`src/rtl/pe_array_pkg.sv`:
```
// rtl/pe_array_pkg.sv - shared PE-array geometry, ID widths and collector state type
package pe_array_pkg;
    localparam int NUMS_PE_ROW = 6;
    localparam int NUMS_PE_COL = 8;
    localparam int NUMS_PE     = NUMS_PE_ROW * NUMS_PE_COL;
    localparam int XID_BITS    = 5;
    localparam int YID_BITS    = 3;
    localparam int DATA_BITS   = 32;

    typedef enum logic {
        ST_EMPTY = 1'b0,
        ST_FULL  = 1'b1
    } collector_state_e;
endpackage

```
`src/rtl/id_match_arbiter.sv`:
```
// rtl/id_match_arbiter.sv - tag match against ID tables, lowest-index one-hot grant
module id_match_arbiter #(
    parameter int NUM_ROW = 6,
    parameter int NUM_COL = 8,
    parameter int XID_W   = 5,
    parameter int YID_W   = 3,
    parameter int NUM_PE  = NUM_ROW * NUM_COL
) (
    input  logic [NUM_PE-1:0][XID_W-1:0]  xid_tbl_i,
    input  logic [NUM_ROW-1:0][YID_W-1:0] yid_tbl_i,
    input  logic [XID_W-1:0]              tag_x_i,
    input  logic [YID_W-1:0]              tag_y_i,
    input  logic [NUM_PE-1:0]             pe_en_i,
    input  logic [NUM_PE-1:0]             pe_valid_i,
    output logic [NUM_PE-1:0]             grant_o,
    output logic                          any_o,
    output logic                          multi_o
);
    logic [NUM_PE-1:0] match;
    logic [NUM_PE-1:0] cand;

    for (genvar k = 0; k < NUM_PE; k++) begin : g_match
        assign match[k] = pe_en_i[k] && (xid_tbl_i[k] == tag_x_i)
                       && (yid_tbl_i[k / NUM_COL] == tag_y_i);
    end

    assign cand = match & pe_valid_i;

    // Two's-complement isolates the lowest set bit; clearing it exposes a second candidate.
    assign grant_o = cand & (~cand + NUM_PE'(1));
    assign any_o   = |cand;
    assign multi_o = |(cand & (cand - NUM_PE'(1)));
endmodule

```
`src/rtl/gon_opsum_collector.sv`:
```
// rtl/gon_opsum_collector.sv - GON opsum collector: ID scan tables, PE selection, one-entry output buffer
module gon_opsum_collector #(
    parameter int NUMS_PE_ROW = pe_array_pkg::NUMS_PE_ROW,
    parameter int NUMS_PE_COL = pe_array_pkg::NUMS_PE_COL,
    parameter int XID_BITS    = pe_array_pkg::XID_BITS,
    parameter int YID_BITS    = pe_array_pkg::YID_BITS,
    parameter int DATA_SIZE   = pe_array_pkg::DATA_BITS
) (
    input  logic                                      clk_i,
    input  logic                                      rst_ni,
    input  logic                                      set_xid_i,
    input  logic [XID_BITS-1:0]                       opsum_xid_scan_in_i,
    input  logic                                      set_yid_i,
    input  logic [YID_BITS-1:0]                       opsum_yid_scan_in_i,
    input  logic [XID_BITS-1:0]                       opsum_tag_x_i,
    input  logic [YID_BITS-1:0]                       opsum_tag_y_i,
    input  logic [NUMS_PE_ROW*NUMS_PE_COL-1:0]           pe_en_i,
    input  logic [NUMS_PE_ROW*NUMS_PE_COL-1:0]           pe_opsum_valid_i,
    output logic [NUMS_PE_ROW*NUMS_PE_COL-1:0]           pe_opsum_ready_o,
    input  logic [NUMS_PE_ROW*NUMS_PE_COL*DATA_SIZE-1:0] pe_opsum_data_i,
    output logic                                      glb_opsum_valid_o,
    input  logic                                      glb_opsum_ready_i,
    output logic [DATA_SIZE-1:0]                      pe_data_out_o,
    output logic                                      multi_match_err_o
);
    import pe_array_pkg::*;

    localparam int NUM_PE = NUMS_PE_ROW * NUMS_PE_COL;
    localparam int XPTR_W = $clog2(NUM_PE);
    localparam int YPTR_W = $clog2(NUMS_PE_ROW);

    logic [NUM_PE-1:0][XID_BITS-1:0]      xid_q;
    logic [NUMS_PE_ROW-1:0][YID_BITS-1:0] yid_q;
    logic [XPTR_W-1:0]                    xptr_q, xptr_d;
    logic [YPTR_W-1:0]                    yptr_q, yptr_d;
    collector_state_e                     state_q, state_d;
    logic [DATA_SIZE-1:0]                 data_q, data_d;
    logic                                 err_q, err_d;

    logic [NUM_PE-1:0]    grant;
    logic                 any_grant;
    logic                 multi;
    logic                 accept;
    logic [DATA_SIZE-1:0] sel_data;

    id_match_arbiter #(
        .NUM_ROW (NUMS_PE_ROW),
        .NUM_COL (NUMS_PE_COL),
        .XID_W   (XID_BITS),
        .YID_W   (YID_BITS)
    ) u_arb (
        .xid_tbl_i  (xid_q),
        .yid_tbl_i  (yid_q),
        .tag_x_i    (opsum_tag_x_i),
        .tag_y_i    (opsum_tag_y_i),
        .pe_en_i    (pe_en_i),
        .pe_valid_i (pe_opsum_valid_i),
        .grant_o    (grant),
        .any_o      (any_grant),
        .multi_o    (multi)
    );

    always_comb begin
        xptr_d = '0;
        yptr_d = '0;
        if (set_xid_i)
            xptr_d = (xptr_q == XPTR_W'(NUM_PE - 1)) ? '0 : xptr_q + XPTR_W'(1);
        if (set_yid_i)
            yptr_d = (yptr_q == YPTR_W'(NUMS_PE_ROW - 1)) ? '0 : yptr_q + YPTR_W'(1);
    end

    always_ff @(posedge clk_i or negedge rst_ni) begin
        if (!rst_ni) begin
            xid_q  <= '0;
            yid_q  <= '0;
            xptr_q <= '0;
            yptr_q <= '0;
        end else begin
            xptr_q <= xptr_d;
            yptr_q <= yptr_d;
            if (set_xid_i) xid_q[xptr_q] <= opsum_xid_scan_in_i;
            if (set_yid_i) yid_q[yptr_q] <= opsum_yid_scan_in_i;
        end
    end

    // Accept only from EMPTY: the controller retargets tags on the drain edge.
    assign accept = (state_q == ST_EMPTY) && !set_xid_i && !set_yid_i && any_grant;

    always_ff @(posedge clk_i or negedge rst_ni) begin
        if (!rst_ni) state_q <= ST_EMPTY;
        else         state_q <= state_d;
    end

    always_comb begin
        state_d = state_q;
        case (state_q)
            ST_EMPTY: if (accept) state_d = ST_FULL;
            ST_FULL:  if (glb_opsum_ready_i) state_d = ST_EMPTY;
            default:  state_d = ST_EMPTY;
        endcase
    end

    always_comb begin
        pe_opsum_ready_o = '0;
        if (rst_ni && accept) pe_opsum_ready_o = grant;
    end

    always_comb begin
        sel_data = '0;
        for (int k = 0; k < NUM_PE; k++)
            if (grant[k]) sel_data = sel_data | pe_opsum_data_i[k*DATA_SIZE +: DATA_SIZE];
    end

    always_comb begin
        data_d = accept ? sel_data : data_q;
        err_d  = err_q | (accept & multi);
    end

    always_ff @(posedge clk_i or negedge rst_ni) begin
        if (!rst_ni) begin
            data_q <= '0;
            err_q  <= 1'b0;
        end else begin
            data_q <= data_d;
            err_q  <= err_d;
        end
    end

    assign glb_opsum_valid_o = (state_q == ST_FULL);
    assign pe_data_out_o     = data_q;
    assign multi_match_err_o = err_q;
endmodule

```
`config.mk`:
```
export PLATFORM = sky130hd
export DESIGN_NAME = gon_opsum_collector
export DESIGN_NICKNAME = d
export VERILOG_FILES = /design/src/rtl/pe_array_pkg.sv /design/src/rtl/id_match_arbiter.sv /design/src/rtl/gon_opsum_collector.sv
export SDC_FILE = /design/constraint.sdc
export NUM_CORES = 2
export LEC_CHECK = 0
export CORE_AREA = 10 10 677 679
export CTS_CLUSTER_DIAMETER = 80
export DETAILED_ROUTE_END_ITERATION = 7
export DIE_AREA = 0 0 687 689
export PLACE_DENSITY = 0.31
export SYNTH_ARGS = -nofsm -noshare
export SYNTH_HDL_FRONTEND = slang
export SYNTH_HIERARCHICAL = 1
export SYNTH_SLANG_ARGS = --single-unit
export TNS_END_PERCENT = 5
```
`constraint.sdc`:
```
create_clock -name clk_i -period 9 [get_ports clk_i]
set_input_delay 1.8 -clock clk_i [delete_from_list [all_inputs] [get_ports clk_i]]
set_output_delay 1.8 -clock clk_i [all_outputs]
set_load 0.05 [all_outputs]
```
==> metrics.csv <==
stage,metric,value,unit
place,hpwl,483300,um
synthesis,synth-seq-cells,301,
clock_tree,cts-resized-gates,0,
synthesis,netlist_top_cells_count,"301 x dfrtp_1, 289 x a221oi_1, 288 x a22o_1, 248 x mux2_2, 200 x clkbuf_1",
setup_path,cp_data_arrival_time,6800,ps
power_and_ir_drop,ir_worst_vdd,0.0001165,V
clock_tree,h-tree-depth,2,
clock_tree,cts.sinks,301,
setup_path,crit_chain,"clkdlybuf4s50_1, xor2_1, nor3_2, nand3_1, and3_1, o211a_1, nand3_1, nor3_1, nand2_1, nor4b_4, buf_12, and3_1, buf_4",
synthesis,synth_simple_gate_area_share,14.93,%
timing,clock.fmax,116.2,MHz
synthesis,synth-edff-count,0,
global_route,grt_max_degree,78,
global_route,grt_pass1_wl,623600,um
global_route,grt_use_total,21.81,%
cells_and_area,layout-drive-gt1-share,16.75,%
floorplan,die_h,689,um
power_and_ir_drop,leakagePower,19.31,nW
synthesis,synth_compound_gate_area_share,28.51,%
synthesis,synthAdderAreaFrac,0.05095,%
global_route,grt_overflow_total,0,
routing,routed_wirelength,544100,um
flow_run,maxCapViolCount,0,
synthesis,seq_area_frac_synth,30.67,%
floorplan,fp-row-count,245,
timing,finalCriticalPeriod,8603,ps
synthesis,ys_top_cells_by_area,"dfrtp_1 31%, mux2_2 11%, a221oi_1 10%",
routing,wl_per_cell,51.15,um
cells_and_area,syn_to_final_growth,117.9,%
min_path,min_from,multi_match_err_o$_DFF_PN0_,
synthesis,synth_xor_area_share,9.130,%
timing,relSlewSlack,12.63,%
synthesis,yosysTopAreaCellShare,30.67,%
place,dpl.cell_count,10270,
synthesis,yosys_warnings,6,
routing,drc,0,
routing,first_pass_iters,6,
routing,antenna_left,0,
synthesis,yosysTopAreaCell,dfrtp_1,
floorplan,initial_core_util,5.529,%
min_path,hp-class,flip-flop to flip-flop,
synthesis,avgSynthCellArea,9.500,um^2
timing,tns,0,ps
floorplan,dieArea,0.4733,mm^2
place,globalplace.congestion,0.9226,
clock_tree,cts_root_buf,clkbuf_16,
floorplan,core,0.4442,mm^2
setup_path,path_class,input port to output pin,
synthesis,postSynth.asyncResetShare,100.0,%
clock_tree,clk_latency,730,ps
synthesis,netlist_area,0.02456,mm^2
setup_path,cp.depth,13,
setup_path,worstSetupStartpoint,opsum_tag_y_i[0],
cells_and_area,instances_no_fill,10640,
clock_tree,clk_pin_slew,40,ps
setup_path,cp_slowest_stage_delay,800,ps
setup_path,r2r_cells,12,
clock_tree,cts-hold-fix-buffers,0,
timing,rsz0062_at_grt,false,
clock_tree,clock_path_buffers,3,
timing,worstMarginPinSlew,1311,ps
timing,slew_violations,0,
timing,fin_crit_sh,95.59,%
synthesis,synth_top_family_by_area,compound AO/OA/AOI/OAI gates,
cells_and_area,nNetsFinal,6046,
synthesis,syn_nets,4239,
setup_path,critPathTopFamily,simple AND/OR/NAND/NOR gates,
clock_tree,cts_setup_buffers,0,
routing,vias,38660,
setup_path,cp.required,7200,ps
timing,setup_violations,0,
synthesis,synth_cell_types,66,
setup_path,r2r_start,yid_q[10]$_DFFE_PN0P_,
synthesis,synth_mux_area_share,11.83,%
power_and_ir_drop,powerDensity,104.8,mW/mm^2
global_route,antenna_found_initial,613,
outcome,status,"complete, no violations",
floorplan,io_pins,1735,
routing,avgViaCountPerCell,3.634,
clock_tree,cts_tree,done,
clock_tree,cts_buffers,49,
setup_path,slowest_stage,nor3_2,
timing,hold_viol_final,0,
setup_path,startpoint_type,input port,
routing,drt_iter0_markers,4993,
setup_path,end_kind,output pin,
synthesis,syn_inst,2585,
timing,skew,61.91,ps
setup_path,cp.buffers_inverters,3,
synthesis,yosysMostFrequentCell,dfrtp_1,
setup_path,crit_fanout,60,
floorplan,die-width,687,um
min_path,hold_depth,1,
global_route,grt_pass1_vias,36000,
synthesis,synth_ff_type,dfrtp_1,
place,portBuffers,1734,
cells_and_area,fill_cells,50850,
==> routing by layer <==
metal | share of wire, % | vias up | global-route usage, %
li1 | - | 14450 | -
met1 | 38 | 19540 | 24.67
met2 | 45 | 3278 | 35.07
met3 | 12 | 1079 | 10.67
met4 | 4.8 | 310 | 8.801
met5 | 0.38 | - | 0
==> worst paths after layout <==
path,endpoint,slack [ps]
worst max-delay path,pe_opsum_ready_o[36],400
worst min-delay path,multi_match_err_o$_DFF_PN0_,470
worst max register to register,pe_data_out_o[24]$_DFFE_PN0P_,2640
worst min register to register,multi_match_err_o$_DFF_PN0_,470
max in group asynchronous,xid_q[6]$_DFFE_PN0P_,5580
min in group asynchronous,multi_match_err_o$_DFF_PN0_,1080
==> where the power goes <==
group	internal, mW	switching [mW]	total (mW)
combinational	0.970	1.01	1.98
clock	1.18	0.831	2.01
sequential	1.50	0.110	1.61
==> registers in the layout, summed over array words and instances (netlist names) <==
| signal | cells |
|---|---|
| xid_q | 240 |
| pe_data_out_o | 32 |
| yid_q | 18 |
| xptr_q | 6 |
| yptr_q | 3 |
| glb_opsum_valid_o | 1 |
| multi_match_err_o | 1 |
==> per-stage QoR <==
stage / util (%) / total power, mW / instance area (um^2) / setup WS [ps] / hold slack [ps]
2_1_floorplan: - / 2.211 / 24560 / 1944 / 478.2
3_3_place_gp: 11.52 / 3.624 / 51150 / 278.3 / 453.6
3_5_place_dp: 11.52 / 3.619 / 51150 / 383.5 / 453.4
4_1_cts: 11.89 / 5.685 / 52800 / 469.8 / 468.8
5_1_grt: 12.00 / 5.795 / 53290 / 421.2 / 482.9
6_report: 12.05 / 5.605 / 53510 / 397.2 / 466.1
==> logic make-up after synthesis <==
| group | after synthesis |
|---|---|
| mux | 258 |
| flops | 301 |
| buf+inv | 273 |
| simple gates | 644 |
| fa+ha+maj | 1 |
| compound gates | 852 |
| xor+xnor | 256 |
==> layout make-up <==
| type | instances | area (um^2) | share of cell area (%) |
|---|---|---|---|
| clock inverters | 17 | 239.0 | 0.4466 |
| multi-input cells | 2011 | 16190 | 30.26 |
| flip-flops and latches | 301 | 7532 | 14.08 |
| well taps | 5928 | 7417 | 13.86 |
| inverters | 14 | 52.55 | 0.09820 |
| diodes | 286 | 715.7 | 1.337 |
| clock buffers | 65 | 1406 | 2.628 |
| repair buffers | 2015 | 19960 | 37.29 |
==> cells in the final DEF, fill, tap and decap left out, types with 130 or more instances in the layout <==
master / n
a22oi_1: 193
dfrtp_1: 301
a221oi_1: 283
nand4_1: 135
a22o_1: 288
xnor2_1: 130
diode_2: 286
mux2_2: 248
clkdlybuf4s50_1: 1678
buf_4: 279
No activity file was read; power rests on OpenSTA's default activity.
